<file path="config.mk">
export PLATFORM = sky130hd
export DESIGN_NAME = conv_strip_ctrl_flat
export DESIGN_NICKNAME = d
export VERILOG_FILES = /design/src/rtl/conv_strip_ctrl_pkg.sv /design/src/rtl/conv_strip_ctrl_if.sv /design/src/rtl/conv_strip_ctrl_strip_win_cnt.sv /design/src/rtl/conv_strip_ctrl.sv /design/src/flat_wrapper.sv
export SDC_FILE = /design/constraint.sdc
export NUM_CORES = 1
export LEC_CHECK = 0
export CORE_MARGIN = 2
export CORE_UTILIZATION = 45
export CTS_BUF_LIST = sky130_fd_sc_hd__clkbuf_8
export CTS_CLUSTER_DIAMETER = 30
export DETAILED_ROUTE_END_ITERATION = 10
export GPL_TIMING_DRIVEN = 0
export HOLD_SLACK_MARGIN = 0.06
export PLACE_DENSITY = 0.78
export SLEW_MARGIN = 0
export SYNTH_ARGS = -nofsm -noshare
export SYNTH_HDL_FRONTEND = slang
export SYNTH_SLANG_ARGS = --single-unit
</file>
<file path="constraint.sdc">
create_clock -name clk -period 1.9 [get_ports clk]
set_input_delay 0.475 -clock clk [delete_from_list [all_inputs] [get_ports clk]]
set_output_delay 0.475 -clock clk [all_outputs]
set_load 0.01 [all_outputs]
</file>
<file path="src/rtl/conv_strip_ctrl_pkg.sv">
// Shared types and default geometry for the 3x3-window strip sequencer.
package conv_strip_ctrl_pkg;

  localparam int IMG_W_D      = 256;
  localparam int PAD_W_D      = IMG_W_D + 2;
  localparam int STRIP_ROWS_D = 32;
  localparam int PIPE_LAT_D   = 2;
  localparam int AW_D         = 15;

  // Beats in one padded load and windows in one run.
  localparam int LOAD_N_D = PAD_W_D * (STRIP_ROWS_D + 2);
  localparam int RUN_N_D  = IMG_W_D * STRIP_ROWS_D;

  typedef enum logic [2:0] {
    IDLE  = 3'd0,
    LOAD  = 3'd1,
    RUN   = 3'd2,
    DRAIN = 3'd3,
    DONE  = 3'd4
  } state_e;

endpackage

</file>
<file path="src/rtl/conv_strip_ctrl_if.sv">
// Load stream, read-memory write port and window/result strobes of the strip sequencer.
interface conv_strip_ctrl_if
  import conv_strip_ctrl_pkg::*;
#(
  parameter int AW = AW_D
);
  // A load beat transfers in the cycle where in_valid and in_ready are both high;
  // the source may drop in_valid at any time and the sequencer never stalls a held beat.
  logic          in_valid;
  logic          in_ready;
  logic          mem_we;
  logic [AW-1:0] mem_waddr;
  logic          rd;
  logic [7:0]    col;
  logic [4:0]    row;
  logic          wr;

  modport master (
    input  in_valid,
    output in_ready, mem_we, mem_waddr, rd, col, row, wr
  );

  modport slave (
    output in_valid,
    input  in_ready, mem_we, mem_waddr, rd, col, row, wr
  );

endinterface

</file>
<file path="src/rtl/conv_strip_ctrl_strip_win_cnt.sv">
// Row-major window position counter: col wraps at IMG_W-1 and bumps row; last marks the final window.
module strip_win_cnt #(
  parameter int IMG_W      = 256,
  parameter int STRIP_ROWS = 32
) (
  input  logic       clk,
  input  logic       rst_n,
  input  logic       clr,
  input  logic       en,
  output logic [7:0] col,
  output logic [4:0] row,
  output logic       last
);

  localparam logic [7:0] COL_LAST = 8'(IMG_W - 1);
  localparam logic [4:0] ROW_LAST = 5'(STRIP_ROWS - 1);

  assign last = (col == COL_LAST) && (row == ROW_LAST);

  always_ff @(posedge clk) begin
    if (!rst_n || clr) begin
      col <= '0;
      row <= '0;
    end else if (en) begin
      if (col == COL_LAST) begin
        col <= '0;
        row <= (row == ROW_LAST) ? '0 : row + 5'd1;
      end else begin
        col <= col + 8'd1;
      end
    end
  end

endmodule

</file>
<file path="src/rtl/conv_strip_ctrl.sv">
// Strip sequencer: load padded pixels, sweep one 3x3 window per cycle, drain the filter pipe.
// Defining CTRL_PAUSE_EN adds a pause input that stalls the window sweep in RUN.
module conv_strip_ctrl
  import conv_strip_ctrl_pkg::*;
#(
  parameter int IMG_W      = IMG_W_D,
  parameter int PAD_W      = PAD_W_D,
  parameter int STRIP_ROWS = STRIP_ROWS_D,
  parameter int PIPE_LAT   = PIPE_LAT_D,
  parameter int AW         = AW_D
) (
  input  logic   clk,
  input  logic   rst_n,
  input  logic   start,
`ifdef CTRL_PAUSE_EN
  input  logic   pause,
`endif
  output logic   busy,
  output logic   done,
  output logic   mem_clr,
  output state_e state,
  conv_strip_ctrl_if.master bus
);

  localparam int              LOAD_N    = PAD_W * (STRIP_ROWS + 2);
  localparam logic [AW-1:0]   LOAD_LAST = AW'(LOAD_N - 1);

  state_e              state_q, state_d;
  logic [AW-1:0]       load_cnt;
  logic [PIPE_LAT-1:0] vld_sr, sr_shift;
  logic                in_ready, rd, accept, stall, win_last, drain_empty;
  logic [7:0]          col;
  logic [4:0]          row;

`ifdef CTRL_PAUSE_EN
  assign stall = pause;
`else
  assign stall = 1'b0;
`endif

  assign accept = bus.in_valid & in_ready;

  // DRAIN ends once nothing is left to shift toward wr after this cycle.
  assign sr_shift    = vld_sr << 1;
  assign drain_empty = (sr_shift == '0);

  strip_win_cnt #(
    .IMG_W      (IMG_W),
    .STRIP_ROWS (STRIP_ROWS)
  ) u_win (
    .clk   (clk),
    .rst_n (rst_n),
    .clr   (state_q == IDLE),
    .en    (rd),
    .col   (col),
    .row   (row),
    .last  (win_last)
  );

  always_ff @(posedge clk) begin
    if (!rst_n) begin
      state_q  <= IDLE;
      load_cnt <= '0;
      vld_sr   <= '0;
    end else begin
      state_q <= state_d;
      vld_sr  <= sr_shift | PIPE_LAT'(rd);
      if (state_q == IDLE) begin
        load_cnt <= '0;
      end else if (accept) begin
        load_cnt <= (load_cnt == LOAD_LAST) ? '0 : load_cnt + 1'b1;
      end
    end
  end

  always_comb begin
    state_d  = state_q;
    in_ready = 1'b0;
    rd       = 1'b0;
    busy     = 1'b0;
    done     = 1'b0;
    mem_clr  = 1'b0;
    case (state_q)
      IDLE: begin
        if (start) state_d = LOAD;
      end
      LOAD: begin
        in_ready = 1'b1;
        busy     = 1'b1;
        if (bus.in_valid && (load_cnt == LOAD_LAST)) state_d = RUN;
      end
      RUN: begin
        busy = 1'b1;
        rd   = ~stall;
        if (!stall && win_last) state_d = DRAIN;
      end
      DRAIN: begin
        busy = 1'b1;
        if (drain_empty) state_d = DONE;
      end
      DONE: begin
        done    = 1'b1;
        mem_clr = 1'b1;
        state_d = IDLE;
      end
      default: state_d = IDLE;
    endcase
  end

  assign state         = state_q;
  assign bus.in_ready  = in_ready;
  assign bus.mem_we    = accept;
  assign bus.mem_waddr = load_cnt;
  assign bus.rd        = rd;
  assign bus.col       = col;
  assign bus.row       = row;
  assign bus.wr        = vld_sr[PIPE_LAT-1];

endmodule

</file>
<file path="src/flat_wrapper.sv">
// flat-port wrapper written by rule: the top's interface ports become plain ports
module conv_strip_ctrl_flat import conv_strip_ctrl_pkg::*;
#(
  parameter int IMG_W      = IMG_W_D,
  parameter int PAD_W      = PAD_W_D,
  parameter int STRIP_ROWS = STRIP_ROWS_D,
  parameter int PIPE_LAT   = PIPE_LAT_D,
  parameter int AW         = AW_D
)
  (clk, rst_n, start, busy, done, mem_clr, state, bus_in_valid, bus_in_ready, bus_mem_we, bus_mem_waddr, bus_rd, bus_col, bus_row, bus_wr);
  conv_strip_ctrl_if #(.AW(AW)) bus_i ();
  input  logic clk;
  input  logic rst_n;
  input  logic start;
  output logic busy;
  output logic done;
  output logic mem_clr;
  output state_e state;
  input wire logic [$bits(bus_i.in_valid)-1:0] bus_in_valid;
  output wire logic [$bits(bus_i.in_ready)-1:0] bus_in_ready;
  output wire logic [$bits(bus_i.mem_we)-1:0] bus_mem_we;
  output wire logic [$bits(bus_i.mem_waddr)-1:0] bus_mem_waddr;
  output wire logic [$bits(bus_i.rd)-1:0] bus_rd;
  output wire logic [$bits(bus_i.col)-1:0] bus_col;
  output wire logic [$bits(bus_i.row)-1:0] bus_row;
  output wire logic [$bits(bus_i.wr)-1:0] bus_wr;
  assign bus_i.in_valid = bus_in_valid;
  assign bus_in_ready = bus_i.in_ready;
  assign bus_mem_we = bus_i.mem_we;
  assign bus_mem_waddr = bus_i.mem_waddr;
  assign bus_rd = bus_i.rd;
  assign bus_col = bus_i.col;
  assign bus_row = bus_i.row;
  assign bus_wr = bus_i.wr;
  conv_strip_ctrl #(.IMG_W(IMG_W), .PAD_W(PAD_W), .STRIP_ROWS(STRIP_ROWS), .PIPE_LAT(PIPE_LAT), .AW(AW)) u_core (.clk(clk), .rst_n(rst_n), .start(start), .busy(busy), .done(done), .mem_clr(mem_clr), .state(state), .bus(bus_i));
endmodule
</file>
# Yosys cells after proc, flatten, opt, wreduce, memory -nomap -nowiden
# Index checks and enable logic that the tools add are counted.
# op_classes
add_sub_neg	3
n_eq_ne	11
n_mux	12
bitwise	3
reduce_logical	10
# op_table
op	n
15-bit by 1-bit adder with 15-bit output, second input constant	1
15-bit by 14-bit == test with 1-bit output, second input constant	1
15-bit 2-to-1 mux	1
3-bit 2-to-1 mux	4
3-bit case mux with 4 select lines	1
8-bit by 1-bit adder with 8-bit output, second input constant	1
8-bit == test, second input constant	1
8-bit 2-to-1 mux	1
3-bit by 2-bit == test with 1-bit output, second input constant	2
5-bit by 1-bit adder with 5-bit output, second input constant	1
5-bit == test, second input constant	1
5-bit 2-to-1 mux	1
1-bit 2-to-1 mux	4
2-bit by 1-bit inequality test with 1-bit output, second input constant	2
2-bit inequality test, second input constant	2
4-bit AND reduction	1
3-bit by 1-bit == test with 1-bit output, second input constant	1
3-bit == test, second input constant	1
3-bit zero test	1
3-bit OR reduction	1
1-bit logical AND	2
2-bit zero test	1
2-bit by 1-bit OR with 2-bit output	1
2-bit AND reduction	1
5 further kinds	5
# totals
reg_bits	33
input_bits	4
output_inout_bits	38
word_cells	44

# Depth between registers and ports, before layout
# logic_depth
ltp_word	4
mapped_depth	7

# Hierarchy
# From an unflattened synthesis, not the netlist that was laid out.
# unflattened
cells_unflattened	196
area_unflattened_um2	1677.9
# modules_own_cells
mod	n_inst	cells_each	area_per_inst_um2	seq_area_each_um2
conv_strip_ctrl	1	118	982.2	400.4
strip_win_cnt	1	78	695.7	260.2

# Least setup slack after synthesis
# No wires, ideal clock.
# synth_path
path_type	register to register
startpoint	register u_core.state_q[1], in the netlist u_core.state[1]
endpoint	register u_core.u_win.row[3]
arrival_time_ns	1.972
t_required_ns	1.830
setup_slack_ns	-0.143
stages_incl_launch_ff	7
n_path_buf	2
cell_sequence	dfxtp_1 buf_4 or3b_1 or3_1 buf_2 or4_1 a21oi_1
# synth_between
elab_chain_cells	3
# synth_rtl
item	line	rtl
from (decl)	conv_strip_ctrl.sv:28	state_e state_q, state_d;
from (signal assigned)	conv_strip_ctrl.sv:66	state_q <= state_d;
3-bit by 2-bit == test with 1-bit output	conv_strip_ctrl.sv:83	case (state_q)
1-bit 2-to-1 mux	conv_strip_ctrl.sv:83	
2-bit AND reduction (no source line)	--	
to (signal assigned)	conv_strip_ctrl_strip_win_cnt.sv:27	row <= (row == ROW_LAST) ? '0 : row + 5'd1;
to (decl)	conv_strip_ctrl_strip_win_cnt.sv:11	output logic [4:0] row,
# Parallel ways exist; a longest one is shown, timed or not.
# A chain may end at the register's enable or synchronous reset.

# Final worst setup path
# layout_path
startpoint	register u_core.state_q[0], in the netlist u_core.state[0]
endpoint	register u_core.u_win.row[2]
# The elaborated chain is that of the path after synthesis.

==> qor.csv <==
stage;metric;value;unit
setup_path;startpoint types;flop;
timing;RSZ-0062 raised after global routing;true;
logic_synthesis;Yosys reg bits;33;
timing;Rel. slew slack;66.1;%
clock_network;clock root buffer;clkbuf_8;
timing;Min Hold Slack;483;ps
global_route;largest net degree at the start of global routing;11;
logic_synthesis;ys flop type;dfxtp_1;
detailed_routing;vias per cell;5.29;
finish;Core Util, Final;68.3;%
power;PnR Total Power;1.34;mW
finish;diode count;0;
detailed_routing;WL per Instance;13.7;um
power;Worst VDD drop;0.449;mV
finish;Filler Cell Count;289;
place;Place WS;-673;ps
logic_synthesis;Ys Warns;0;
setup_path;endpoint class of the critical path;flop;
detailed_routing;antenna-violating nets left;0;
timing;Fin. Hold Viols;0;
power;clock power share;43.2;%
clock_network;Reg clk slew, reported paths;60;ps
setup_path;FF-to-FF setup slack;20;ps
place;HPWL after detailed placement;2.57;mm
place;global placement routability congestion;0.837;
timing;setup TNS;0;ps
logic_synthesis;Synth async-reset ratio;0;%
logic_synthesis;mean post-synth cell area;8.49;um2
job;number of max-cap violations;0;
detailed_routing;drt pass-1 iters;4;
finish;Area growth, synth to finish;45.9;%
power;Sw Share;21.6;%
setup_path;Crit path arrival time;2090;ps
timing;fmax;0.533;GHz
finish;design area;0.00228;mm2
run_status;status;complete, no violations;
die;Placeable Area;0.00334;mm2
finish;Multi-input gate area;917;um2
global_route;grt total ovfl;0;
die;Die Span X;62.9;um
hold_path;Hold WC Path Type;reg -> reg;
setup_path;WP data required;2120;ps
logic_synthesis;leading cell types by total area after synthesis;dfxtp_1 (42%), xnor2_1 (5.6%), nor2_1 (5.0%), nand2_1 (4.3%), a21oi_1 (4.2%);
global_route;initial antenna violation count;0;
global_route;global-route wire length before repair;6.52;mm
clock_network;# clock sinks;33;
power;combinational power share;4.9;%
power;Int Pwr;1.05;mW
power;Pwr Density;587;mW/mm2
finish;final net count;248;
power;part of the power in registers;51.9;%
detailed_routing;via count;1518;
clock_network;worst skew pair latency;290;ps
logic_synthesis;post-synthesis instance area;0.00156;mm2
clock_network;clock buffer depth;2;
detailed_routing;DRC violations left;0;
power;Pleak;0.756;nW
clock_network;CTS tree;yes;
detailed_routing;Starting DRT DRC Count;67;
logic_synthesis;most common cell in the netlist;dfxtp_1;
timing;Least-Margin Pin Slew;504;ps
timing;Final WS setup;22.5;ps
global_route;GRT Total Usage;20.8;%
timing;Final setup viols;0;
finish;Non-Filler Instances;287;
timing;min cycle time layout;1880;ps
detailed_routing;total wire length;3.94;mm
power;Sw Pwr;0.289;mW
logic_synthesis;Post-Syn Nets;192;
logic_synthesis;top cells by count, synth;dfxtp_1 (33), nor2_1 (21), nand2_1 (18);
global_route;vias in the first global route;1405;
logic_synthesis;post-synth top area share;42.3;%
die;Cell Rows;21;
finish;register area;676;um2
setup_path;CP Launch Point;u_core.state[0];
logic_synthesis;synth unique cells;37;
logic_synthesis;Post-synth EDFFs;0;
setup_path;RR Startpoint;u_core.state[0];
setup_path;critical path type;reg -> reg;
logic_synthesis;post-synth top area cell;dfxtp_1;
finish;ratio of cells with drive above 1 in the final layout;17.8;%
place;placed inst area;0.00204;mm2
timing;fin crit share;98.8;%
die;die height;62.9;um
place;Port-buffer cells;41;
clock_network;CTS buffer count;5;
die;die area;0.00396;mm2
logic_synthesis;Syn Inst Count;184;
timing;max-slew violation count;0;
clock_network;H-tree depth;2;
timing;Max Clock Skew;8.40;ps
hold_path;Worst Hold Launch;u_core.u_win.row[4];
die;# IOs;42;
logic_synthesis;post-synthesis sequential area ratio;42.3;%
setup_path;Worst Path Max Fanout;6;
die;Initial Util;46.8;%
place;dpl cells;271;
-- power by group through the flow --
stage	Sequential (mW)	Clock, mW	Combinational (mW)
floorplan	0.712	0	0.0302
global placement	0.711	0	0.0581
detailed placement	0.711	0	0.0588
CTS	0.699	0.588	0.0568
global route	0.693	0.622	0.0700
finish	0.694	0.578	0.0653
-- logic make-up after synthesis --
group | after synthesis | synth area share, %
xor gates and xnor gates | 15 | 8.41
muxes | 1 | 0.641
and+or+nand+nor | 92 | 31.8
adders and majority gates | 4 | 3.21
buffers and inverters | 12 | 3.93
AOI/OAI and AO/OA | 27 | 9.70
DFF | 33 | 42.3
-- layer usage --
layer	track usage [%]	vias up	part of all wire [%]
met4	8.33	0	1.4
met2	33.9	35	47
li1	-	772	-
met3	6.31	6	4.8
met1	25.5	705	47
met5	0	-	0
-- worst max-delay path, cell delays in order (launching register included) --
cell,delay [ps]
dfxtp_4,360
or3b_4,400
or3_4,400
or4b_1,520
a21oi_1,120
-- what timing repair did --
| item | in CTS | in global routing |
|---|---|---|
| resized for setup | 22 | 17 |
| setup endpoints to repair | 18 | 19 |
| pin swaps | 5 | 4 |
| cloned | 0 | 0 |
| hold buffers | 0 | 0 |
| setup buffers | 8 | 4 |
-- cells in the final DEF, fill, tap and decap left out, types with 3 or more instances in the layout --
cell type and n:
o21ai_0 7, and3_1 3, nor3_1 7, and2_1 4
dlygate4sd2_1 3, nor4_1 3, buf_4 14, a21oi_1 13
nand2_1 18, ha_1 3, dfxtp_1 27, nand4_1 6
nand3_1 6, nor2_1 21, and4_1 3, xor2_1 5
clkbuf_8 7, dfxtp_4 3, or3_1 5, clkdlybuf4s50_1 34
dfxtp_2 3, xnor2_1 10
-- worst paths after layout --
kind,end,cells after the start
setup / recovery,u_core.u_win.row[2],4
setup reg to reg,u_core.u_win.row[2],4
hold reg to reg,u_core.u_win.row[4],2
hold / removal,u_core.u_win.row[4],2
-- area by class of cell --
class	count	area share [%]
clock buffers	7	4.23
flip-flops and latches	33	29.7
clock inverters	1	0.220
multi-input cells	139	40.3
well taps	46	2.53
inverters	4	0.769
repair buffers	53	21.5
plain buffers	4	0.879
-- registers in the layout (all words and copies together), names as in the netlist --
signal                cells
u_core.bus.mem_waddr     15
u_core.u_win.col          8
u_core.u_win.row          5
u_core.state              3
u_core.vld_sr             2
Power figures use the tool's default switching activity.
